<file path="src/rtl/fetch_prefetch.sv">
// Prefetching fetch stage: PC register, request/grant instruction-memory port,
// and a DEPTH-entry FIFO of {instruction, PC} toward decode with branch redirect.
module fetch_prefetch #(
    parameter int unsigned   N        = 64,
    parameter int unsigned   IW       = 32,
    parameter int unsigned   DEPTH    = 4,
    parameter int unsigned   STEP     = 4,
    parameter logic [N-1:0]  RESET_PC = '0
) (
    input  logic          clk,
    input  logic          reset,
    input  logic          PCSrc_F,
    input  logic [N-1:0]  PCBranch_F,
    output logic [N-1:0]  imem_addr_F,
    output logic          imem_req_F,
    input  logic          imem_gnt_F,
    input  logic          imem_rvalid_F,
    input  logic [IW-1:0] imem_rdata_F,
    output logic          valid_D,
    output logic [IW-1:0] instr_D,
    output logic [N-1:0]  pc_D,
    input  logic          ready_D
);
    localparam int unsigned PW = $clog2(DEPTH);
    localparam int unsigned CW = PW + 1;
    localparam logic [CW:0] DEPTH_C = (CW+1)'(DEPTH);

    typedef enum logic {ST_IDLE, ST_RUN} state_t;

    state_t        state, state_next;
    logic [N-1:0]  pc, resp_pc;
    logic [IW-1:0] instr_mem [DEPTH];
    logic [N-1:0]  pc_mem    [DEPTH];
    logic [PW-1:0] rd_ptr, wr_ptr;
    logic [CW-1:0] count, inflight, discard;
    logic [CW:0]   used;
    logic          grant, push, pop, drop;

    // Live credits: buffered entries plus responses that will still be kept.
    assign used  = {1'b0, count} + {1'b0, inflight} - {1'b0, discard};
    assign grant = imem_req_F & imem_gnt_F;
    assign drop  = imem_rvalid_F & (discard != '0);
    assign push  = imem_rvalid_F & (discard == '0) & !PCSrc_F;
    assign pop   = valid_D & ready_D & !PCSrc_F;

    assign imem_addr_F = pc;
    assign valid_D     = (count != '0);
    assign instr_D     = instr_mem[rd_ptr];
    assign pc_D        = pc_mem[rd_ptr];

    always_ff @(posedge clk or negedge reset) begin
        if (!reset) state <= ST_IDLE;
        else        state <= state_next;
    end

    always_comb begin
        state_next = state;
        imem_req_F = 1'b0;
        case (state)
            ST_IDLE: state_next = ST_RUN;
            ST_RUN:  imem_req_F = !PCSrc_F && (used < DEPTH_C);
            default: state_next = ST_IDLE;
        endcase
    end

    always_ff @(posedge clk or negedge reset) begin
        if (!reset) begin
            pc       <= RESET_PC;
            resp_pc  <= RESET_PC;
            rd_ptr   <= '0;
            wr_ptr   <= '0;
            count    <= '0;
            inflight <= '0;
            discard  <= '0;
        end else if (PCSrc_F) begin
            // Every response still outstanding after this cycle belongs to the old path.
            pc       <= PCBranch_F;
            resp_pc  <= PCBranch_F;
            rd_ptr   <= '0;
            wr_ptr   <= '0;
            count    <= '0;
            inflight <= inflight - CW'(imem_rvalid_F);
            discard  <= inflight - CW'(imem_rvalid_F);
        end else begin
            if (grant) pc <= pc + N'(STEP);
            if (push) begin
                resp_pc <= resp_pc + N'(STEP);
                wr_ptr  <= wr_ptr + PW'(1);
            end
            if (pop)  rd_ptr  <= rd_ptr + PW'(1);
            if (drop) discard <= discard - CW'(1);
            count    <= count + CW'(push) - CW'(pop);
            inflight <= inflight + CW'(grant) - CW'(imem_rvalid_F);
        end
    end

    always_ff @(posedge clk) begin
        if (push) begin
            instr_mem[wr_ptr] <= imem_rdata_F;
            pc_mem[wr_ptr]    <= resp_pc;
        end
    end

endmodule

</file>
<file path="config.mk">
export PLATFORM = sky130hd
export DESIGN_NAME = fetch_prefetch
export DESIGN_NICKNAME = d
export VERILOG_FILES = /design/src/rtl/fetch_prefetch.sv
export SDC_FILE = /design/constraint.sdc
export NUM_CORES = 1
export LEC_CHECK = 0
export CAP_MARGIN = 20
export CORE_MARGIN = 4
export CORE_UTILIZATION = 58
export CTS_BUF_LIST = sky130_fd_sc_hd__clkbuf_8
export DETAILED_ROUTE_END_ITERATION = 16
export PLACE_DENSITY_LB_ADDON = 0.05
export REMOVE_ABC_BUFFERS = 1
export SLEW_MARGIN = 20
export SYNTH_ARGS = -nofsm -noshare
export SYNTH_HDL_FRONTEND = slang
export SYNTH_SLANG_ARGS = --single-unit
</file>
<file path="constraint.sdc">
create_clock -name clk -period 4.8 [get_ports clk]
set_clock_uncertainty 0.15 [all_clocks]
set_input_delay 0.96 -clock clk [delete_from_list [all_inputs] [get_ports clk]]
set_output_delay 0.96 -clock clk [all_outputs]
set_load 0.005 [all_outputs]
</file>
Word-level counts from Yosys, hierarchy flattened --
Memory sizes are Yosys's and may differ from the RTL's. Index checks and enable logic that the tools add are counted. W data, S select, Z words.
Word-level totals: input port bits 102, output and inout port bits 162, memory bits (writable) 384, memories kept 2, word-level logic and storage cells 53, register bits 142
Memories:
- pc_mem | words 4, bits a word 64, rd ports 1, clocked after Yosys merged registers in 0, write ports 1, RTL line 33 | logic [N-1:0] pc_mem [DEPTH];
- instr_mem | words 4, bits a word 32, rd ports 1, clocked after Yosys merged registers in 0, write ports 1, RTL line 32 | logic [IW-1:0] instr_mem [DEPTH];
Operators by class: reductions and logical operators 9, add/subtract/negate cells 12, mux-type cells 15, bitwise operators 6, $lt $le $gt $ge 1
Operators by type and width (count):
- $mux W64 | 4
- $add A64 B3 Y64 const B | 2
- $mux W3 | 4
- $sub A3 B1 Y3 | 3
- $mux W2 | 4
- $reduce_bool A2 Y1 | 4
- $add A3 B1 Y3 | 2
- $and A1 B1 Y1 | 6
- $reduce_bool A3 Y1 | 2
- $add A2 B1 Y2 const B | 2
- $add A3 B3 Y4 | 1
- $lt A4 B3 Y1 const B | 1
- $sub A4 B3 Y4 | 1
- $logic_not A3 Y1 | 1
- $mux W1 | 3
- $sub A3 B1 Y3 const B | 1
- $logic_and A1 B1 Y1 | 1
- $logic_not A1 Y1 | 1

Logic depth before layout (Yosys ltp) --
word-level depth 9, mapped depth 15, depth with buffers taken out 14

Worst setup path after synthesis --
No wires, ideal clock.
kind input port to flip-flop, from input PCSrc_F, to memory instr_mem[0][0], enable pin, path buffers 3, arrival 3.995 ns, slack 0.189 ns, stages on the path 5, setup time 0.466 ns, data required time 4.184 ns, cells stage by stage clkbuf_1 > clkbuf_1 > clkbuf_1 > nor2_1 > and2_1
On the way: cells in the longest elaborated chain, start to end 4
Ends and longest elaborated chain:
- start, declared | RTL line 12 | input logic PCSrc_F,
- $logic_not A1 Y1 | RTL line 43 | assign push = imem_rvalid_F & (discard == '0) & !PCSrc_F;
- $and A1 B1 Y1 | RTL line 43
- $mux W1 | RTL line 98 | if (push) begin
- $mux W1 (implied by the code) | RTL line 99 | instr_mem[wr_ptr] <= imem_rdata_F;
- end, declared | RTL line 32
Every way passes these cells.

Worst setup path after layout --
from register count[1], to output imem_req_F
On the way: cells in the longest elaborated chain, start to end 5
Ends and longest elaborated chain:
- start, declared | RTL line 35 | logic [CW-1:0] count, inflight, discard;
- start signal, assigned | RTL line 92 | count <= count + CW'(push) - CW'(pop);
- $add A3 B3 Y4 | RTL line 40 | assign used = {1'b0, count} + {1'b0, inflight} - {1'b0, discard};
- $sub A4 B3 Y4 | RTL line 40
- $lt A4 B3 Y1 | RTL line 61 | ST_RUN: imem_req_F = !PCSrc_F && (used < DEPTH_C);
- $logic_and A1 B1 Y1 | RTL line 61
- $mux W1 | RTL line 59 | case (state)
- end, declared | RTL line 15 | output logic imem_req_F,
Every way passes these cells.

==> summary.txt <==
Die Span X - 205 µm
final wirelength - 56500 µm
H-tree depth - 3
first-pass GRT wire length - 86600 µm
Avg Inst Size Synth - 15.3 µm²
Clock Latency Late Sink - 0.65 ns
die height - 205 µm
NumNets Final - 1895
Post-synth EDFFs - 384
clk sinks - 526
antenna cells - 0
Clk pin slew, worst setup/hold paths - 0.06 ns
CP max FO - 6
initial antenna violation count - 0
RSZ-0062 raised after global routing - false
ys flop type - edfxtp_1
fin crit period - 4.48 ns
Row Count - 71
fillcell total - 2499
P&R area growth vs syn - 22.2%
Initial Util - 59.3%
CTS root buffer - clkbuf_8
Final Max Slew Viols - 0
LEAKAGE - 9.38 nW
Synthesis Warnings - 0
HP Class - input pin to async pin
Overflow after GRT - 0
clock buffer depth - 3
Seq cells post-synth - 526
Port Buffer Count - 263
Post-Syn Area - 22500 µm²
top cells by count, synth - edfxtp_1, dfrtp_1, mux4_2
post-CTS setup buffers - 0
area leader, netlist - edfxtp_1
asr flop ratio synth - 27.0%
share of cells above drive strength 1 - 14.9%
placer congestion estimate - 0.845
vias per std cell - 6.23
post-synthesis sequential area ratio - 67.1%
Hold Vio Cnt, Final - 0
max_cap viols - 0
status - finished, final reports clean
antenna viol nets, final - 0
Worst setup SP type - flop
post-synth top area share - 51.3%
register area - 15100 µm²
Post-Synthesis Cells - 1466
Distinct cells, synth - 63
total core area - 37900 µm²
Final Setup Violations - 0
pin count of the biggest net entering global routing - 85
Power Total - 11.7 mW
CTS tree - done
initial drt markers - 1422
Ports - 264
Slew headroom - 40.2%
vias after detailed routing - 14673
Worst EP arrival - 3.37 ns
die area - 42000 µm²
worst path required time - 3.69 ns
top cells by area, synth - edfxtp_1, dfrtp_1, mux4_2
Avg WL per Cell - 24.0 µm
residual DRC count - 0
multi-input logic area - 7020 µm²
Finished Cell Area - 27500 µm²
cts-stage hold buffer count - 0
PwrDens - 425 nW/µm²
critical path class - flop to output port
Setup crit end kind - output port
Max Freq - 0.223 GHz
first drt pass iteration count - 6
gr usage total - 27.0%
post-CTS sizing - 0
fin crit share - 93.3%
HPWL Detailed - 37600 µm
Slew @ Worst Pin - 0.890 ns
worst vdd ir - 0.000362 V
vias in the first global route - 14966
Post-DP Area - 25800 µm²
Num CTS Buffers - 84
count leader, synth - edfxtp_1
==> report_power, final <==
group	total, mW	internal (mW)	leakage [nW]	switching (mW)
combinational	2.52	1.43	3.31	1.08
clock	3.67	1.95	0.969	1.72
sequential	5.50	5.16	5.10	0.344
==> cell families after synthesis <==
group	share of synthesized area [%]
multiplexers	10.8
AO/OA/AOI/OAI	5.57
AND/OR/NAND/NOR	11.1
adder cells (fa/ha/maj)	1.30
XOR/XNOR	2.22
flip-flops	67.1
buffers and inverters	1.82
other	0.0167
==> sequential cells by signal (all words and copies together) (netlist names) <==
| signal | flops |
|---|---|
| discard | 3 |
| count | 3 |
| instr_mem | 128 |
| inflight | 3 |
| rd_ptr | 2 |
| imem_addr_F | 64 |
| resp_pc | 64 |
| state | 1 |
| pc_mem | 256 |
| wr_ptr | 2 |
==> cell usage in the layout (no fill, tap or decap), types with 42 or more instances in the layout <==
master           count
inv_1               67
edfxtp_1           384
mux4_2              96
dfrtp_1            140
nand3_1             47
nand2_1             70
clkbuf_8            96
nor2_1              74
clkdlybuf4s50_1    261
nand4_1             42
==> layer usage <==
layer	vias to the layer above	global-route usage, %	routed length (µm)
met2	692	42.5	26900
met4	0	8.54	1400
met3	94	5.40	4880
li1	6472	-	-
met1	7415	38.9	23300
met5	-	0	0
==> through the flow <==
step | std cells | util [%] | hold slack [ns] | TNS [ns] | worst slack [ns]
2_1_floorplan | 1391 | - | 0.326 | -72.31 | -0.753
3_3_place_gp | 2197 | 68.1 | 0.342 | 0 | 0.726
3_5_place_dp | 2197 | 68.1 | 0.377 | 0 | 0.665
4_1_cts | 2354 | 72.5 | 0.254 | 0 | 0.275
5_1_grt | 2354 | 72.5 | 0.294 | 0 | 0.0969
6_report | 2354 | 72.5 | 0.245 | 0 | 0.322
==> critical path: stages (launching register included) <==
cell and delay [ns]:
dfrtp_1 0.37, inv_1 0.10, fa_1 0.54, inv_1 0.05, ha_1 0.29, and3b_1 0.22, or4_1 0.47, a21boi_0 0.17
clkdlybuf4s50_1 0.53
==> path summary, 6_finish.rpt <==
check	start	to	slack (ns)	cells past startpoint
worst max register to register	count[1]	imem_addr_F[52]	0.59	9
worst min register to register	imem_addr_F[0]	imem_addr_F[0]	0.38	2
worst min-delay path	reset	imem_addr_F[53]	0.24	1
min in group clk	imem_addr_F[0]	imem_addr_F[0]	0.38	2
max in group asynchronous	reset	imem_addr_F[43]	3.24	2
worst max-delay path	count[1]	imem_req_F	0.32	8
==> cell type report <==
type | count | share of cell area [%]
clock buffer | 96 | 4.81
timing repair buffer | 295 | 10.8
sequential | 526 | 54.9
inverter | 33 | 0.460
clock inverter | 61 | 1.18
multi-input combinational | 832 | 25.5
tap | 511 | 2.33
Note: power is estimated with default switching activity, not from simulation.
